===== src/rtl/interp_pkg.sv =====
// Shared constants and helpers for the multi-channel interpolation chain.
package interp_pkg;

  localparam int L1     = 2;
  localparam int L2     = 4;
  localparam int DW_DEF = 16;

  typedef logic signed [DW_DEF-1:0] sample_t;

  function automatic int total_ratio(input int r3);
    return L1 * L2 * r3;
  endfunction

  function automatic int log2c(input int v);
    int r;
    r = 0;
    for (int i = 0; i < 31; i++) begin
      if ((1 << i) < v) r = i + 1;
    end
    return r;
  endfunction

endpackage


===== src/rtl/interp_ch.sv =====
// One channel: 2x FIR, 4x FIR, then hold (default) or linear final stage.
// Build with INTERP_LINEAR_EN defined to select the linear final stage.
module interp_ch
  import interp_pkg::*;
#(
  parameter int DW = 16,
  parameter int R3 = 16
) (
  input  logic                 clk,
  input  logic                 rst_n,
  input  logic                 en1_i,
  input  logic                 en2_i,
  input  logic signed [DW-1:0] x_i,
  input  logic [log2c(R3)-1:0] ph_i,
  output logic signed [DW-1:0] y_o
);

  localparam int LR3 = log2c(R3);
  localparam int SW  = DW + 5;

  typedef logic signed [DW-1:0] smp_t;
  typedef logic signed [SW-1:0] acc_t;

  localparam acc_t SMAX = acc_t'((2 ** (DW - 1)) - 1);
  localparam acc_t SMIN = acc_t'(-(2 ** (DW - 1)));

  function automatic smp_t rnd_sat(input acc_t v, input int sh);
    acc_t r;
    r = (v + (acc_t'(1) <<< (sh - 1))) >>> sh;
    if (r > SMAX) r = SMAX;
    if (r < SMIN) r = SMIN;
    return smp_t'(r);
  endfunction

  // Stage 1: 2x triangular FIR [1 2 1]/2 on the zero-stuffed input
  smp_t x1_q [2];
  smp_t s1_q;
  acc_t s1_sum;

  always_comb s1_sum = acc_t'(x_i) + (acc_t'(x1_q[0]) <<< 1) + acc_t'(x1_q[1]);

  always_ff @(posedge clk) begin
    if (!rst_n) begin
      x1_q[0] <= '0;
      x1_q[1] <= '0;
      s1_q    <= '0;
    end else if (en1_i) begin
      x1_q[0] <= x_i;
      x1_q[1] <= x1_q[0];
      s1_q    <= rnd_sat(s1_sum, 1);
    end
  end

  // Stage 2: 4x triangular FIR [1 2 3 4 3 2 1]/4
  smp_t s2_in;
  smp_t x2_q [6];
  smp_t s2_q;
  acc_t s2_sum;

  always_comb begin
    s2_in  = en1_i ? s1_q : '0;
    s2_sum = acc_t'(s2_in)
           + (acc_t'(x2_q[0]) <<< 1)
           + (acc_t'(x2_q[1]) <<< 1) + acc_t'(x2_q[1])
           + (acc_t'(x2_q[2]) <<< 2)
           + (acc_t'(x2_q[3]) <<< 1) + acc_t'(x2_q[3])
           + (acc_t'(x2_q[4]) <<< 1)
           + acc_t'(x2_q[5]);
  end

  always_ff @(posedge clk) begin
    if (!rst_n) begin
      for (int i = 0; i < 6; i++) x2_q[i] <= '0;
      s2_q <= '0;
    end else if (en2_i) begin
      x2_q[0] <= s2_in;
      for (int i = 1; i < 6; i++) x2_q[i] <= x2_q[i-1];
      s2_q <= rnd_sat(s2_sum, 2);
    end
  end

  // Final stage
`ifdef INTERP_LINEAR_EN
  localparam int PW = DW + 1 + LR3;
  typedef logic signed [PW-1:0] prd_t;

  smp_t prev_q, prev_d, next_q, next_d, y_q, y_d;
  prd_t diff, prod;

  // ph_i is the phase of the cycle being registered into y_q
  always_comb begin
    prev_d = prev_q;
    next_d = next_q;
    if (en2_i) begin
      prev_d = next_q;
      next_d = s2_q;
    end
    diff = prd_t'(next_d) - prd_t'(prev_d);
    prod = diff * prd_t'({1'b0, ph_i});
    y_d  = smp_t'(prd_t'(prev_d) + (prod >>> LR3));
  end

  always_ff @(posedge clk) begin
    if (!rst_n) begin
      prev_q <= '0;
      next_q <= '0;
      y_q    <= '0;
    end else begin
      prev_q <= prev_d;
      next_q <= next_d;
      y_q    <= y_d;
    end
  end
`else
  smp_t y_q;
  logic unused_ph;

  assign unused_ph = ^ph_i;

  always_ff @(posedge clk) begin
    if (!rst_n)     y_q <= '0;
    else if (en2_i) y_q <= s2_q;
  end
`endif

  assign y_o = y_q;

endmodule


===== src/rtl/interp_chain_mc.sv =====
// NCH-channel 8*R3 interpolation chain with a one-deep valid/ready input buffer.
// INTERP_LINEAR_EN selects the linear final stage inside interp_ch.
module interp_chain_mc
  import interp_pkg::*;
#(
  parameter int DW  = 16,
  parameter int NCH = 2,
  parameter int R3  = 16
) (
  input  logic              clk,
  input  logic              rst,
  input  logic              in_valid,
  output logic              in_ready,
  input  logic [NCH*DW-1:0] in_data,
  input  logic              underrun_clr,
  output logic [NCH*DW-1:0] out_data,
  output logic              out_valid,
  output logic              out_strobe,
  output logic              frame_start,
  output logic              underrun
);

  localparam int TOT = total_ratio(R3);
  localparam int CW  = log2c(TOT);
  localparam int LR3 = log2c(R3);

  logic [CW-1:0]     cnt_q, cnt_d;
  logic              buf_full_q, buf_full_d;
  logic [NCH*DW-1:0] buf_q;
  logic              underrun_q, underrun_d;
  logic              out_valid_q, out_strobe_q;
  logic              en1, en2, accept;
  logic [NCH*DW-1:0] s1_vec;

  // No bypass: a vector accepted at cnt==0 waits for the next frame
  always_comb begin
    frame_start = (cnt_q == '0);
    en2         = (cnt_q[LR3-1:0] == '0);
    en1         = (cnt_q[LR3+1:0] == '0);
    in_ready    = !buf_full_q || frame_start;
    accept      = in_valid && in_ready;
    cnt_d       = (cnt_q == CW'(TOT - 1)) ? '0 : cnt_q + CW'(1);
    buf_full_d  = buf_full_q;
    if (frame_start)  buf_full_d = accept;
    else if (accept)  buf_full_d = 1'b1;
    underrun_d  = underrun_q;
    if (frame_start && !buf_full_q) underrun_d = 1'b1;
    else if (underrun_clr)          underrun_d = 1'b0;
    s1_vec      = (frame_start && buf_full_q) ? buf_q : '0;
  end

  always_ff @(posedge clk) begin
    if (rst) begin
      cnt_q        <= '0;
      buf_full_q   <= 1'b0;
      underrun_q   <= 1'b0;
      out_valid_q  <= 1'b0;
      out_strobe_q <= 1'b0;
    end else begin
      cnt_q        <= cnt_d;
      buf_full_q   <= buf_full_d;
      underrun_q   <= underrun_d;
      out_strobe_q <= en2;
      if (en2) out_valid_q <= 1'b1;
    end
  end

  always_ff @(posedge clk) begin
    if (accept) buf_q <= in_data;
  end

  for (genvar c = 0; c < NCH; c++) begin : g_ch
    interp_ch #(.DW(DW), .R3(R3)) u_ch (
      .clk   (clk),
      .rst_n (~rst),
      .en1_i (en1),
      .en2_i (en2),
      .x_i   (s1_vec[c*DW +: DW]),
      .ph_i  (cnt_q[LR3-1:0]),
      .y_o   (out_data[c*DW +: DW])
    );
  end

  assign out_valid  = out_valid_q;
  assign out_strobe = out_strobe_q;
  assign underrun   = underrun_q;

endmodule


===== config.mk =====
export PLATFORM = sky130hd
export DESIGN_NAME = interp_chain_mc
export DESIGN_NICKNAME = d
export VERILOG_FILES = /design/src/rtl/interp_pkg.sv /design/src/rtl/interp_ch.sv /design/src/rtl/interp_chain_mc.sv
export SDC_FILE = /design/constraint.sdc
export NUM_CORES = 1
export LEC_CHECK = 0
export BUFFER_PORTS_ARGS = -buffer_cell sky130_fd_sc_hd__buf_2
export CAP_MARGIN = 40
export CORE_MARGIN = 10
export CORE_UTILIZATION = 35
export CTS_BUF_LIST = sky130_fd_sc_hd__clkbuf_4
export CTS_CLUSTER_DIAMETER = 80
export DETAILED_ROUTE_END_ITERATION = 8
export PLACE_DENSITY_LB_ADDON = 0.05
export SYNTH_ARGS = -nofsm -noshare
export SYNTH_HDL_FRONTEND = slang
export SYNTH_SLANG_ARGS = --single-unit
export TNS_END_PERCENT = 50

===== constraint.sdc =====
create_clock -name clk -period 22.4 [get_ports clk]
set_input_delay 4.48 -clock clk [delete_from_list [all_inputs] [get_ports clk]]
set_output_delay 4.48 -clock clk [all_outputs]
set_load 0.05 [all_outputs]

**Word level (Yosys, flattened, before mapping)**

Memories as Yosys holds them, arrays and structs flattened.
Index checks and enable logic that the tools add are counted.

- Word-level logic and storage cells: 123
- Flip-flop bits (word level): 139
- Input bits: 36
- Memories kept: 4
- Bits in writable memories: 256
- Output and inout port bits: 37

- Bitwise gates (word level): 16
- Add/sub/neg operators: 25
- Reductions and logical operators: 11
- Multiplexer cells: 46
- Order comparisons: 8
- Equal/unequal tests: 1

Memory list:

| memory | words | bits a word | rd ports | clocked after Yosys merged registers in | write ports | RTL line | source |
|---|---|---|---|---|---|---|---|
| g_ch[0].u_ch.x2_q | 6 | 16 | 6 | 0 | 6 | interp_ch.sv:56 | `smp_t x2_q [6];` |
| g_ch[1].u_ch.x2_q | 6 | 16 | 6 | 0 | 6 | interp_ch.sv:56 |  |
| g_ch[0].u_ch.x1_q | 2 | 16 | 2 | 0 | 2 | interp_ch.sv:36 | `smp_t x1_q [2];` |
| g_ch[1].u_ch.x1_q | 2 | 16 | 2 | 0 | 2 | interp_ch.sv:36 |  |

Operators with widths:

| kind | number |
|---|---|
| 2-to-1 mux 16 bit | 22 |
| 2-to-1 mux 21 bit | 12 |
| adder 21 x 16 -> 21 bit | 6 |
| adder 21 x 17 -> 21 bit | 4 |
| less-than comparator 21 x 16 -> 1 bit, second input constant | 4 |
| adder 16 x 17 -> 18 bit | 4 |
| adder 21 x 18 -> 21 bit | 2 |
| adder 21 x 2 -> 21 bit, second input constant | 2 |
| adder 21 x 3 -> 21 bit, second input constant | 2 |
| greater-than comparator 20 x 16 -> 1 bit, second input constant | 2 |
| adder 18 x 16 -> 19 bit | 2 |
| adder 18 x 17 -> 19 bit | 2 |
| greater-than comparator 19 x 16 -> 1 bit, second input constant | 2 |
| 2-to-1 mux 32 bit | 1 |
| bitwise OR 1 bit | 16 |
| 2-to-1 mux 1 bit | 11 |
| adder 7 x 1 -> 7 bit, second input constant | 1 |
| == test 7 bit, second input constant | 1 |
| zero test 7 bit | 1 |
| zero test 6 bit | 1 |
| zero test 4 bit | 1 |
| nonzero test 2 bit | 2 |
| logical AND 1 bit | 3 |
| OR reduction 2 bit | 1 |
| other kinds (2) | 2 |

**Depth between registers and ports, before layout**

- Word-level depth: 17
- Mapped depth: 38

**Modules after synthesis**

Synthesis repeated with hierarchy kept, for this count alone.

- Cell total of the unflattened synthesis: 2,107
- Area, all modules: 24,508.5 um^2

By module, submodules not included:

| module | times used | area an instance (um^2) | sequential area each (um^2) | cells an instance |
|---|---|---|---|---|
| interp_ch (g_ch[0].u_ch) | 1 | 11,501.0 | 4,804.6 | 990 |
| interp_ch (g_ch[1].u_ch) | 1 | 11,319.6 | 4,804.6 | 991 |
| interp_chain_mc | 1 | 1,687.9 | 1,181.1 | 126 |

**Worst setup path after synthesis**

Ideal clock, no wire load.

- Path type: input -> register
- From: input rst
- To: memory g_ch[0].u_ch.x2_q[0][0] (netlist bit), enable pin
- Slack: 12,907 ps
- Data required time: 21,857 ps
- Stages on the path: 5
- Data arrival time: 8,950 ps
- Setup time: 543 ps
- Path buffers: 3
- Cells stage by stage: clkbuf_1 -> nor2_1 -> clkbuf_1 -> clkbuf_1 -> inv_1

RTL lines:

| what | RTL line | source |
|---|---|---|
| from (decl) | interp_chain_mc.sv:11 | `input logic rst,` |
| to (decl) | interp_ch.sv:56 |  |

**Worst setup path in the final report**

- From: register cnt_q[4]
- To: register g_ch[0].u_ch.s2_q[9]

- Word-level cells in the longest chain between the ends: 17

Ends and longest elaborated chain:

| what | RTL line | source |
|---|---|---|
| from (decl) | interp_chain_mc.sv:27 | `logic [CW-1:0] cnt_q, cnt_d;` |
| from (signal assigned) | interp_chain_mc.sv:60 | `cnt_q <= cnt_d;` |
| zero test 6 bit * | interp_chain_mc.sv:39 | `en1 = (cnt_q[LR3+1:0] == '0);` |
| 2-to-1 mux 16 bit * | interp_ch.sv:61 | `s2_in = en1_i ? s1_q : '0;` |
| named net g_ch[0].u_ch.s2_in[3] | interp_ch.sv:55 | `smp_t s2_in;` |
| adder 16 x 17 -> 18 bit * | interp_ch.sv:63 | `+ (acc_t'(x2_q[0]) <<< 1)` |
| adder 18 x 17 -> 19 bit * | interp_ch.sv:64 | `+ (acc_t'(x2_q[1]) <<< 1) + acc_t'(x2_q[1])` |
| adder 21 x 16 -> 21 bit * | interp_ch.sv:64 |  |
| adder 21 x 18 -> 21 bit * | interp_ch.sv:65 | `+ (acc_t'(x2_q[2]) <<< 2)` |
| adder 21 x 17 -> 21 bit * | interp_ch.sv:66 | `+ (acc_t'(x2_q[3]) <<< 1) + acc_t'(x2_q[3])` |
| [... 2 more ...] | - |  |
| adder 21 x 16 -> 21 bit * | interp_ch.sv:68 | `+ acc_t'(x2_q[5]);` |
| adder 21 x 3 -> 21 bit * | interp_ch.sv:29 | `r = (v + (acc_t'(1) <<< (sh - 1))) >>> sh;` |
| greater-than comparator 19 x 16 -> 1 bit | interp_ch.sv:30 | `if (r > SMAX) r = SMAX;` |
| 2-to-1 mux 21 bit * | interp_ch.sv:30 |  |
| 2-to-1 mux 21 bit * | interp_ch.sv:75 | `end else if (en2_i) begin` |
| 2-to-1 mux 21 bit * | interp_ch.sv:72 | `if (!rst_n) begin` |
| less-than comparator 21 x 16 -> 1 bit | interp_ch.sv:31 | `if (r < SMIN) r = SMIN;` |
| 2-to-1 mux 16 bit * | interp_ch.sv:31 |  |
| to (signal assigned) | interp_ch.sv:78 | `s2_q <= rnd_sat(s2_sum, 2);` |
| to (decl) | interp_ch.sv:57 | `smp_t s2_q;` |

Mark *: on every way through the listed nets, which the timed path passes. The rest lies on a longest branch. The select of a mux whose other input is x is not followed.
A chain may end at the register's enable or synchronous reset.

==> metrics.csv <==
metric,value,unit
nets@finish,2876,
Yosys top cell by area,edfxtp_1,
synth-to-layout area growth,11.6,%
clk buf depth,3,
number of global-route vias before repair,17500,
Synth top area share,33.3,%
met3 wire len,2230,um
die width,292,um
final hold violations,0,
Final Non-Filler Cells,3534,
max layer used,met5,
CP max stage delay,0.60,ns
Cells after Synth,2352,
CTS sink cnt,395,
Fillers,7221,
crit path launch,cnt_q[4],
drt pass-1 iters,4,
IO buf count,72,
crit start category,flop,
Final Skew,0.0489,ns
yosys warns,0,
hold_sp,g_ch[1].u_ch.s2_q[5],
share of layout cells above drive strength 1,11.8,%
placer congestion estimate,0.771,
worst relative slew slack,40.3,%
first-pass GRT wire length,90800,um
worst hold path type,flop to flop,
Detail Route Antenna Nets,0,
total congestion overflow,0,
maximum clock frequency,0.112,GHz
Root Buffer,clkbuf_4,
Post-synth EDFFs,288,
Cell variety after synth,76,
largest net degree at the start of global routing,105,
Skew-Pair Late Insertion Delay,0.87,ns
final WL,54000,um
Worst setup EP type,flop,
TritonCTS clock tree,done,
"flops & latches, synth",395,
initial DRC count,611,
Post-CTS Setup Bufs,0,
Clock Pin Slew Worst Setup and Hold Paths,0.06,ns
R2R Setup Slk,13.49,ns
number of top-level pins,73,
Placed Instances,3322,
RSZ-0062 raised after global routing,no,
Initial Utilization,35.5,%
Worst Max-Slew Pin Slew,0.890,ns
final period utilization,39.8,%
kind of critical path,flop to flop,
H-Tree Depth,3,
DRC viols,0,
DR vias/cell,4.70,
initial antenna violation count,4,
"count leader, synth",inv_1,
Syn Std Cell Area,0.0260,mm^2
cts hold-fix bufs,0,
DIE AREA,0.0855,mm^2
Final Setup Violations,0,
commonest cells in the netlist,"305 x inv_1, 288 x edfxtp_1, 240 x fa_1, 181 x and2_1, 162 x nor2_1",
Synth area leaders,"edfxtp_1 33%, fa_1 18%, dfxtp_1 8.2%, ha_1 5.9%, inv_1 4.4%",
met1 wire length,28300,um
mean post-synth cell area,11.0,um^2
ys flop type,edfxtp_1,
CP required,23.09,ns
max-slew violations,0,
Crit path top cell by count,fa_1,
status,completed,
Total GRT Usage,12.8,%
dpl hpwl,40200,um
RR Startpoint,cnt_q[4],
Worst Path Max Fanout,67,
met2 wire length,22300,um
vias,16600,
Rows,99,
"Async S/R FF share, synth",0,%
CP max-delay cell,o41ai_1,
max cap viols,0,
Period minus WS final,8.91,ns
"Net Count, Synth",2750,
register area share after synthesis,41.5,%
Die Ht,292,um
post-cts sizing count,0,
Num CTS Buffers,113,
final setup TNS,0,ns
Core Area,0.0732,mm^2
crit path DAT,9.60,ns
wire per inst,15.3,um
-- critical path: cells and delay by family (launching register included) --
family,cells,cell delay [ns]
adders and majority gates,7,3.10
buffers and inverters,3,0.72
AOI/OAI and AO/OA,13,2.88
and+or+nand+nor,6,1.53
xor gates and xnor gates,1,0.11
DFF,1,0.38
-- kinds of logic after synthesis --
logic type,after synthesis,synth area share (%)
adders and majority gates,362,24.4
AOI/OAI and AO/OA,371,9.84
muxes,4,0.154
buffers and inverters,390,5.68
xor gates and xnor gates,108,3.64
DFF,395,41.5
and+or+nand+nor,722,14.8
-- cell type report --
class                   count  area [um^2]  area share, %
flip-flops and latches    395        10800           37.2
repair buffers             95          597           2.06
clock buffers             174         1310           4.51
inverters                 306         1160           4.01
clock inverters            32          181          0.626
diodes                      6         15.0         0.0518
well taps                 959         1200           4.14
multi-input cells        1567        13700           47.4
-- layout by cell type, fill, tap and decap left out, types with 9 or more instances in the layout --
master    instances
a211oi_1          9
o21a_1           21
buf_2            72
a21o_1           31
or3_1            10
edfxtp_1        288
nand3_1          38
and3_1          139
o21ai_0          88
o31ai_1           9
ha_1            122
clkbuf_4        174
a21oi_1          71
nor2_1          158
clkinv_1         23
a31oi_1          12
inv_1           303
a22o_1           51
nor3_1           37
nand2_1          94
and2_1          181
nor4_1           14
xnor2_1          77
o21bai_1         10
fa_1            240
buf_4            19
dfxtp_1         107
xor2_1           31
-- routing by layer --
metal | vias to the layer above | global-route usage, %
met4 | 4 | 4.41
met3 | 106 | 2.78
met1 | 7868 | 18.5
met5 | - | 0
li1 | 8373 | -
met2 | 251 | 18.6
-- final timing paths --
| check | endpoint | cells after the start |
|---|---|---|
| worst max-delay path | g_ch[0].u_ch.s2_q[9] | 30 |
| worst max register to register | g_ch[0].u_ch.s2_q[9] | 30 |
| worst min register to register | g_ch[1].u_ch.y_o[5] | 1 |
| worst min-delay path | g_ch[1].u_ch.y_o[5] | 1 |
-- flip-flops by register name, indices dropped and copies added, names as in the netlist --
name,cells
buf_full_q,1
buf_q,32
cnt_q,7
g_ch.u_ch.s1_q,32
g_ch.u_ch.s2_q,32
g_ch.u_ch.x1_q,64
g_ch.u_ch.x2_q,192
g_ch.u_ch.y_o,32
out_strobe,1
out_valid,1
underrun,1
-- per-stage QoR --
step           util (%)  hold slack (ns)  worst slack (ns)  cell area [um^2]
3_3_place_gp       37.4            0.442             13.29             27400
2_1_floorplan         -            0.421             12.91             26000
4_1_cts            39.6            0.452             13.42             29000
6_report           39.6            0.438             13.49             29000
5_1_grt            39.6            0.456             12.76             29000
3_5_place_dp       37.5            0.447             13.44             27500
Power is not shown: default switching activity piles up to over one toggle a cycle in this logic, so the estimate is an artifact.
